`src/rtl/cheri_stkz_lsu_arb.sv`:
```
`default_nettype none
// ============================================================================
// Module      : cheri_stkz_lsu_arb
// Description : Arbitrates stack-zeroization stores against core LSU requests
//               onto one OBI-style data port. The core has fixed priority.
//               Once a request is on the bus, the mux is locked to its owner.
//               Responses are routed back to the owner of the transaction.
// Option      : CHERI_STKZ_LSU_PIPE_EN enables two outstanding transactions
//               tracked by a 2-entry owner FIFO. When undefined, only one
//               transaction may be outstanding.
// Revision    : 1.0 - initial release
// ============================================================================
module cheri_stkz_lsu_arb #(
  parameter int unsigned DataWidth = 33
) (
  input  logic                 clk_i,
  input  logic                 rst_ni,
  input  logic                 core_req_i,
  input  logic                 core_we_i,
  input  logic                 core_is_cap_i,
  input  logic [31:0]          core_addr_i,
  input  logic [3:0]           core_be_i,
  input  logic [DataWidth-1:0] core_wdata_i,
  output logic                 core_gnt_o,
  output logic                 core_rvalid_o,
  output logic                 core_err_o,
  output logic [DataWidth-1:0] core_rdata_o,
  input  logic                 stkz_req_i,
  input  logic                 stkz_we_i,
  input  logic                 stkz_is_cap_i,
  input  logic [31:0]          stkz_addr_i,
  input  logic [DataWidth-1:0] stkz_wdata_i,
  input  logic                 stkz_abort_i,
  output logic                 stkz_req_done_o,
  output logic                 stkz_resp_valid_o,
  output logic                 stkz_resp_err_o,
  output logic                 data_req_o,
  input  logic                 data_gnt_i,
  output logic                 data_we_o,
  output logic                 data_is_cap_o,
  output logic [31:0]          data_addr_o,
  output logic [3:0]           data_be_o,
  output logic [DataWidth-1:0] data_wdata_o,
  input  logic                 data_rvalid_i,
  input  logic                 data_err_i,
  input  logic [DataWidth-1:0] data_rdata_i,
  output logic                 busy_o
);

  typedef enum logic [1:0] {
    IDLE = 2'd0,
    REQ  = 2'd1,
    RESP = 2'd2
  } state_e;

  // Owner encoding: 0 = core, 1 = zeroization engine.
  state_e r_state;
  state_e w_state_d;
  logic   w_arb_ok;      // a fresh arbitration may happen this cycle
  logic   w_locked;      // a request is on the bus waiting for grant
  logic   w_lock_owner;
  logic   w_resp_ok;     // a response is expected this cycle
  logic   w_resp_owner;
  logic   w_sel_stkz;
  logic   w_accept;

`ifdef CHERI_STKZ_LSU_PIPE_EN
  logic [1:0] r_cnt;
  logic [1:0] w_cnt_d;
  logic [1:0] r_fifo;
  logic       r_rd;
  logic       r_wr;
  logic       r_locked;
  logic       r_lock_owner;
  logic       w_push;
  logic       w_pop;

  assign w_arb_ok     = ~r_locked & (r_cnt != 2'd2);
  assign w_locked     = r_locked;
  assign w_lock_owner = r_lock_owner;
  assign w_resp_ok    = (r_cnt != 2'd0);
  assign w_resp_owner = r_fifo[r_rd];
  assign w_push       = w_accept;
  assign w_pop        = data_rvalid_i & w_resp_ok;

  // Next occupancy and the summarised state used for busy reporting.
  always_comb begin
    w_cnt_d   = r_cnt + {1'b0, w_push} - {1'b0, w_pop};
    w_state_d = IDLE;
    if (data_req_o && !data_gnt_i) begin
      w_state_d = REQ;
    end else if (w_cnt_d != 2'd0) begin
      w_state_d = RESP;
    end
  end

  // Owner FIFO and request lock; simultaneous push and pop are allowed.
  always_ff @(posedge clk_i or negedge rst_ni) begin
    if (!rst_ni) begin
      r_cnt        <= 2'd0;
      r_fifo       <= 2'b00;
      r_rd         <= 1'b0;
      r_wr         <= 1'b0;
      r_locked     <= 1'b0;
      r_lock_owner <= 1'b0;
    end else begin
      r_cnt    <= w_cnt_d;
      r_locked <= data_req_o & ~data_gnt_i;
      if (w_push) begin
        r_fifo[r_wr] <= w_sel_stkz;
        r_wr         <= ~r_wr;
      end
      if (w_pop) begin
        r_rd <= ~r_rd;
      end
      if (data_req_o && !r_locked) begin
        r_lock_owner <= w_sel_stkz;
      end
    end
  end
`else
  logic r_owner;
  logic w_owner_d;

  assign w_arb_ok     = (r_state == IDLE);
  assign w_locked     = (r_state == REQ);
  assign w_lock_owner = r_owner;
  assign w_resp_ok    = (r_state == RESP);
  assign w_resp_owner = r_owner;

  // Single-outstanding next-state: IDLE -> (REQ) -> RESP -> IDLE.
  always_comb begin
    w_state_d = r_state;
    w_owner_d = r_owner;
    case (r_state)
      IDLE: begin
        if (data_req_o) begin
          w_owner_d = w_sel_stkz;
          w_state_d = data_gnt_i ? RESP : REQ;
        end
      end
      REQ: begin
        if (data_gnt_i) begin
          w_state_d = RESP;
        end
      end
      RESP: begin
        if (data_rvalid_i) begin
          w_state_d = IDLE;
        end
      end
      default: w_state_d = IDLE;
    endcase
  end

  // Owner register for the transaction in flight.
  always_ff @(posedge clk_i or negedge rst_ni) begin
    if (!rst_ni) begin
      r_owner <= 1'b0;
    end else begin
      r_owner <= w_owner_d;
    end
  end
`endif

  // State register.
  always_ff @(posedge clk_i or negedge rst_ni) begin
    if (!rst_ni) begin
      r_state <= IDLE;
    end else begin
      r_state <= w_state_d;
    end
  end

  // Arbitration, bus mux, grant and response routing.
  always_comb begin
    w_sel_stkz = w_locked ? w_lock_owner : (~core_req_i & stkz_req_i);
    data_req_o = w_locked | (w_arb_ok & (core_req_i | stkz_req_i));
    w_accept   = data_req_o & data_gnt_i;

    data_we_o     = w_sel_stkz ? stkz_we_i     : core_we_i;
    data_is_cap_o = w_sel_stkz ? stkz_is_cap_i : core_is_cap_i;
    data_addr_o   = w_sel_stkz ? stkz_addr_i   : core_addr_i;
    data_be_o     = w_sel_stkz ? 4'hF          : core_be_i;
    data_wdata_o  = w_sel_stkz ? stkz_wdata_i  : core_wdata_i;

    core_gnt_o      = w_accept & ~w_sel_stkz;
    // Any core grant also retires a pending zeroization abort.
    stkz_req_done_o = (w_accept & w_sel_stkz) | (stkz_abort_i & core_gnt_o);

    core_rvalid_o     = data_rvalid_i & w_resp_ok & ~w_resp_owner;
    core_err_o        = data_err_i    & w_resp_ok & ~w_resp_owner & data_rvalid_i;
    stkz_resp_valid_o = data_rvalid_i & w_resp_ok &  w_resp_owner;
    stkz_resp_err_o   = data_err_i    & w_resp_ok &  w_resp_owner & data_rvalid_i;
    core_rdata_o      = data_rdata_i;

    busy_o = (r_state != IDLE);
  end

endmodule
`default_nettype wire

```
`config.mk`:
```
export PLATFORM = sky130hd
export DESIGN_NAME = cheri_stkz_lsu_arb
export DESIGN_NICKNAME = d
export VERILOG_FILES = /design/src/rtl/cheri_stkz_lsu_arb.sv
export SDC_FILE = /design/constraint.sdc
export NUM_CORES = 1
export LEC_CHECK = 0
export ABC_AREA = 1
export CORE_AREA = 2 2 112 114
export DETAILED_ROUTE_END_ITERATION = 16
export DIE_AREA = 0 0 114 116
export SLEW_MARGIN = 15
export SYNTH_ARGS = -nofsm -noshare
export SYNTH_HDL_FRONTEND = slang
export SYNTH_SLANG_ARGS = --single-unit
```
`constraint.sdc`:
```
create_clock -name clk_i -period 3.66 [get_ports clk_i]
set_input_delay 0.732 -clock clk_i [delete_from_list [all_inputs] [get_ports clk_i]]
set_output_delay 0.732 -clock clk_i [all_outputs]
set_load 0.05 [all_outputs]
```
==> results of run 1 <==
flip-flops by register name, summed over array words and instances, names as in the netlist:
| name | cells |
|---|---|
| r_owner | 1 |
| r_state | 2 |
cell families (layout without fill, tap and decap cells):
| kind of cell | Yosys count | count (layout) |
|---|---|---|
| flops | 3 | 3 |
| simple gates | 224 | 224 |
| compound gates | 5 | 5 |
| buf+inv | 65 | 245 |
layout by cell type, fill, tap and decap left out:
cell	netlist	routed
nor3_1	2	2
buf_4	38	6
inv_1	10	10
clkbuf_1	4	1
nand2_2	2	2
nor2_1	6	6
dfrtp_1	3	3
a21oi_1	2	2
and3_1	1	1
nand3_1	67	67
buf_12	0	73
o31ai_1	1	1
nand2_1	145	145
o21ai_0	2	2
inv_2	1	1
clkbuf_16	0	3
clkdlybuf4s50_1	0	151
nand3_2	1	1
layer usage:
| metal | share of wire [%] | vias to the layer above | track usage, % |
|---|---|---|---|
| li1 | - | 1264 | - |
| met1 | 35 | 1146 | 11.3 |
| met2 | 51 | 160 | 20.9 |
| met3 | 11 | 19 | 3.61 |
| met4 | 2.8 | 0 | 4.15 |
| met5 | 0 | - | 0 |
power by group through the flow:
| stage | Combinational (uW) | Sequential [uW] | Clock [uW] |
|---|---|---|---|
| after floorplan | 968 | 48.9 | 0 |
| after global placement | 1800 | 53.3 | 0 |
| after detailed placement | 1820 | 53.9 | 0 |
| after CTS | 1820 | 53.7 | 176 |
| after global routing | 1890 | 54.3 | 181 |
| final | 1800 | 54.6 | 174 |
final timing paths:
check / slack (ns) / cells past startpoint / end
setup reg to reg: 2.24 / 5 / r_owner
hold / removal: 0.60 / 1 / r_state[1]
hold reg to reg: 0.60 / 1 / r_state[1]
min in group asynchronous: 0.69 / 1 / r_state[0]
setup / recovery: 0.59 / 4 / core_err_o
max in group asynchronous: 2.83 / 1 / r_owner
cell type report:
| type | instances | share of cell area [%] |
|---|---|---|
| repair buffers | 230 | 69.1 |
| inverters | 11 | 0.946 |
| multi-input cells | 229 | 22.2 |
| well taps | 147 | 4.21 |
| flip-flops and latches | 3 | 1.72 |
| clock buffers | 4 | 1.81 |
metrics by stage:
step	area, sq um	utilization (%)	instances	setup slack, ns	hold slack [ns]
after floorplan	1440	-	297	0.970	0.436
after global placement	4290	36.0	620	0.653	0.575
after detailed placement	4290	36.0	620	0.590	0.578
after CTS	4370	36.6	624	0.590	0.582
after global routing	4370	36.6	624	0.510	0.614
final	4370	36.6	624	0.587	0.597
==> flow_summary_export.csv, run 1 <==
group,metric,value,unit
timing,fmax,325,MHz
pwr,p_leak,0.00206,uW
synth,ys_ff_latch,3,
synth,synth_compound_area_share,1.91,%
clock_network,cts_sinks,3,
drt,avgViaCountPerCell,4.15,
timing,fin_skew,0.00240,ns
timing,tightestPinTransition,0.517,ns
synth,async_flop_share,100,%
timing,rsz0062_at_grt,"false",
grt,grt_usage,11.0,%
timing,finalMaxSlewViolations,0,
critical_path,critical_path.startpoint_type,"input port",
floorplanning,die_w,114,um
min_path,hold_class,"register to register",
synth,synth_top_area_share,37.7,%
floorplanning,die_area,13200,sq um
clock_network,post_cts_buffers,0,
timing,fin_crit,3.07,ns
critical_path,cp_max_fo,4,
clock_network,numCtsBuffers,3,
synth,yosys.area.top_type,"nand2_1",
clock_network,ctsHoldBuffers,0,
pwr,clkPwrFrac,8.6,%
critical_path,critPathTopFamily,"buffers and inverters",
pwr,power.share.combinational,88.7,%
timing,finalSetupTns,0,ns
drt,drt-pass1-iter-count,4,
grt,grt_pass1_wl,11.8,mm
placement,io_buffers,224,
cells_and_area,area_delta_synth_final,202,%
clock_network,cts-htree-levels,1,
critical_path,cp.required,2.93,ns
pwr,internal_power,997,uW
critical_path,cp_cell_sequence,"clkdlybuf4s50_1, nand2_1, nor3_1, clkdlybuf4s50_1",
critical_path,path_class,"input port to output pin",
drt,ant_nets,0,
critical_path,cp.buffers_inverters,2,
synth,synth-seq-area-share,5.20,%
drt,drtIter0Drc,94,
floorplanning,core_area,11900,sq um
floorplanning,num_rows,40,
synth,netlist_area,1440,sq um
timing,setup_viol,0,
synth,synth_warnings,0,
synth,synth.distinct_cells,17,
grt,antenna_found_initial,0,
synth,synthMuxAreaShare,0,%
critical_path,cp.arrival,2.34,ns
clock_network,cts_buffer_depth,2,
clock_network,cts-root-buf,"clkbuf_16",
synth,synth_top_family_by_area,"simple AND/OR/NAND/NOR gates",
synth,synth_common_cells,"145 x nand2_1, 67 x nand3_1, 38 x buf_4",
drt,wl,8.12,mm
synth,ys.flop_type,"dfrtp_1",
drt,drc,0,
synth,synth_cells,297,
clock_network,insertion_delay,0.23,ns
pwr,power_frac_seq,2.7,%
cells_and_area,multi_input_area,968,sq um
timing,hold_viol,0,
grt,grt_pass1_vias,2480,
status,status,"completed",
critical_path,cp-end-kind,"output pin",
floorplanning,die_height,116,um
pwr,power.total,2030,uW
synth,syn_area_per_cell,4.86,sq um
cells_and_area,fillers,1237,
pwr,p_switching,1040,uW
grt,grt.overflow.total,0,
floorplanning,ioPinCount,291,
grt,grt_max_degree,39,
cells_and_area,seqCellArea,75.1,sq um
critical_path,crit_slowest_cell,"clkdlybuf4s50_1",
clock_network,cts.reportedPaths.clkPinSlew,0.03,ns
timing,finalCritPeriodShare,84.0,%
placement,finalWeightedCongestion,0.803,
pwr,p_sw_share,51.0,%
min_path,hold_path_startpoint,"r_state[0]",
cells_and_area,n_antenna_cell,0,
flow_run,maxCapViolCount,0,
pwr,ir_drop,0.000184,V
drt,wl_per_cell,13.0,um
clock_network,cts_tree,"built",
critical_path,timing.rr.start,"r_owner",
cells_and_area,nets,657,
critical_path,crit_start,"data_rvalid_i",
cells_and_area,drive_above_1_share,18.0,%
floorplanning,initial_core_util,12.1,%
synth,synth.most_common_cell,"nand2_1",
synth,synth_edf_count,0,
synth,syn-num-nets,476,
critical_path,worst_path_largest_cell_delay,0.84,ns
drt,num_vias,2589,
timing,slew_headroom,65.4,%
critical_path,path_common_cell,"clkdlybuf4s50_1",
synth,synthTopCellsByArea,"nand2_1 38%, nand3_1 23%, buf_4 20%",
synth,yosys.area_share.simple,65.2,%
pwr,cellPowerDensity,466,nW/um^2
placement,dp_hpwl,7.01,mm
clock_network,cts_resized,0,
synth,synthAdderAreaFrac,0,%
synth,synthXorXnorAreaFrac,0,%
Note: power is estimated with default switching activity, not from simulation.
==> run 2, diff against run 1 <==
CORE_AREA = 2 2 114 116   (was 2 2 112 114)
DIE_AREA = 0 0 116 118   (was 0 0 114 116)
clock period = 2.5 ns   (was 3.66 ns; I/O delays follow)
==> flow_summary_export.csv, run 2 (synthesis gave the netlist of run 1 again) <==
group,metric,value,unit
status,status,"completed",
grt,grt_pass1_vias,2644,
grt,grt_usage,11.1,%
min_path,hold_class,"input port to asynchronous set/reset pin",
critical_path,critical_path.startpoint_type,"input port",
timing,slew_headroom,67.2,%
critical_path,crit_slowest_cell,"clkdlybuf4s50_1",
critical_path,cp.arrival,1.90,ns
floorplanning,die_w,116,um
clock_network,cts_sinks,3,
cells_and_area,n_antenna_cell,0,
drt,num_vias,2579,
clock_network,cts-root-buf,"clkbuf_16",
clock_network,insertion_delay,0.22,ns
drt,ant_nets,0,
floorplanning,initial_core_util,11.6,%
clock_network,numCtsBuffers,3,
floorplanning,core_area,12400,sq um
pwr,p_leak,0.00214,uW
cells_and_area,fillers,1308,
cells_and_area,final_area,4560,sq um
cells_and_area,reg.largest.list,"r_state: 2 flops, r_owner: 1 flops",
critical_path,cp.required,2.00,ns
cells_and_area,drive_above_1_share,19.6,%
critical_path,timing.rr.start,"r_state[1]",
grt,grt_max_degree,38,
timing,fin_skew,0.00203,ns
drt,drc,0,
pwr,ir_drop,0.000323,V
clock_network,cts_tree,"built",
critical_path,cp-end-kind,"output pin",
critical_path,path_common_cell,"nand2_1",
clock_network,ctsHoldBuffers,0,
timing,fin_crit,2.40,ns
cells_and_area,largest_register_ffs,2,
flow_run,maxCapViolCount,0,
cells_and_area,top_register,"r_state",
grt,grt.overflow.total,0,
timing,finalMaxSlewViolations,0,
timing,finalSetupTns,0,ns
timing,hold_viol,0,
critical_path,cp_cell_sequence,"clkdlybuf4s50_1, inv_1, nand2_1, nand2_2, nand2_4, clkbuf_16, nand2_1, nand2_1, buf_12",
drt,wl_per_cell,13.1,um
placement,io_buffers,224,
cells_and_area,layout_commonest_cell,"clkdlybuf4s50_1",
cells_and_area,area_delta_synth_final,216,%
floorplanning,num_rows,41,
pwr,cellPowerDensity,675,nW/um^2
floorplanning,ioPinCount,291,
clock_network,cts.reportedPaths.clkPinSlew,0.03,ns
floorplanning,die_height,118,um
drt,drtIter0Drc,62,
timing,tightestPinTransition,0.490,ns
grt,grt_pass1_wl,12.4,mm
critical_path,worst_path_largest_cell_delay,0.48,ns
drt,wl,8.56,mm
placement,finalWeightedCongestion,0.800,
floorplanning,die_area,13700,sq um
timing,rsz0062_at_grt,"false",
clock_network,cts_buffer_depth,2,
critical_path,rrSetupSlack,1.19,ns
timing,finalCritPeriodShare,96.1,%
drt,avgViaCountPerCell,3.96,
cells_and_area,layout_common_cells,"146 x clkdlybuf4s50_1, 145 x nand2_1, 82 x buf_12",
clock_network,post_cts_buffers,0,
timing,fmax,416,MHz
critical_path,ff2ff_path_depth,6,
timing,setup_viol,0,
clock_network,cts-htree-levels,1,
critical_path,worstReg2RegEnd,"r_owner",
critical_path,path_class,"input port to output pin",
critical_path,cp_max_fo,17,
cells_and_area,nets,660,
placement,placed_area,4430,sq um
placement,dp_hpwl,7.00,mm
grt,antenna_found_initial,0,
drt,drt-pass1-iter-count,4,
==> run 2: changes by cell type in the layout (fill, tap and decap cells not counted), sizes merged <==
| cell | delta |
|---|---|
| clkdlybuf4s50 | -5 |
| clkbuf | +2 |
| buf | +6 |
==> run 2: final cells by class <==
type	instances	area (sq um)	share of cell area, %
inverter	11	41.3	0.906
multi-input combinational	229	973	21.4
tap	172	215	4.72
sequential	3	75.1	1.65
timing repair buffer	233	3180	69.6
clock buffer	4	78.8	1.73
==> run 2: how the worst max path moves through the flow <==
stage	start	end	slack, ns
6_report	core_req_i	data_addr_o[6]	0.1
2_1_floorplan	core_req_i	stkz_req_done_o	0.27
3_3_place_gp	core_req_i	data_addr_o[4]	0.1
4_1_cts	core_req_i	data_addr_o[4]	0.04
5_1_grt	core_req_i	data_wdata_o[28]	0.02
3_5_place_dp	core_req_i	data_addr_o[4]	0.05
==> run 2: stage by stage <==
| step | util, % | setup slack [ns] | total power, uW | cells | hold slack, ns |
|---|---|---|---|---|---|
| floorplan | - | 0.274 | 1490 | 297 | 0.204 |
| global placement | 35.6 | 0.0995 | 2770 | 646 | 0.535 |
| detailed placement | 35.6 | 0.0518 | 2790 | 646 | 0.536 |
| CTS | 36.3 | 0.0446 | 3060 | 650 | 0.463 |
| global route | 36.7 | 0.0151 | 3210 | 652 | 0.474 |
| finish | 36.7 | 0.0970 | 3080 | 652 | 0.462 |
==> run 2: where the power goes <==
part           total (uW)  internal [uW]  leakage, uW  switching (uW)
clock network         254            210    0.0000382            43.5
registers            75.2           61.0    0.0000378            14.2
logic                2750           1270      0.00206            1480
total                3080           1540      0.00214            1540
==> run 2: critical path: cells and delay by family <==
kind / cells / cell delay, ns
buffers and inverters: 4 / 0.87
and+or+nand+nor: 5 / 0.52
==> run 2: layer usage <==
metal	track usage, %	up-vias	share of wire, %
li1	-	1272	-
met2	22.2	152	53
met3	3.60	22	11
met4	2.98	0	2.1
met5	0	-	0
met1	10.5	1133	35
==> run 2: what timing repair did <==
item                       CTS  global route
hold endpoints to repair     0             0
setup endpoints to repair    0             3
resized for setup            0             1
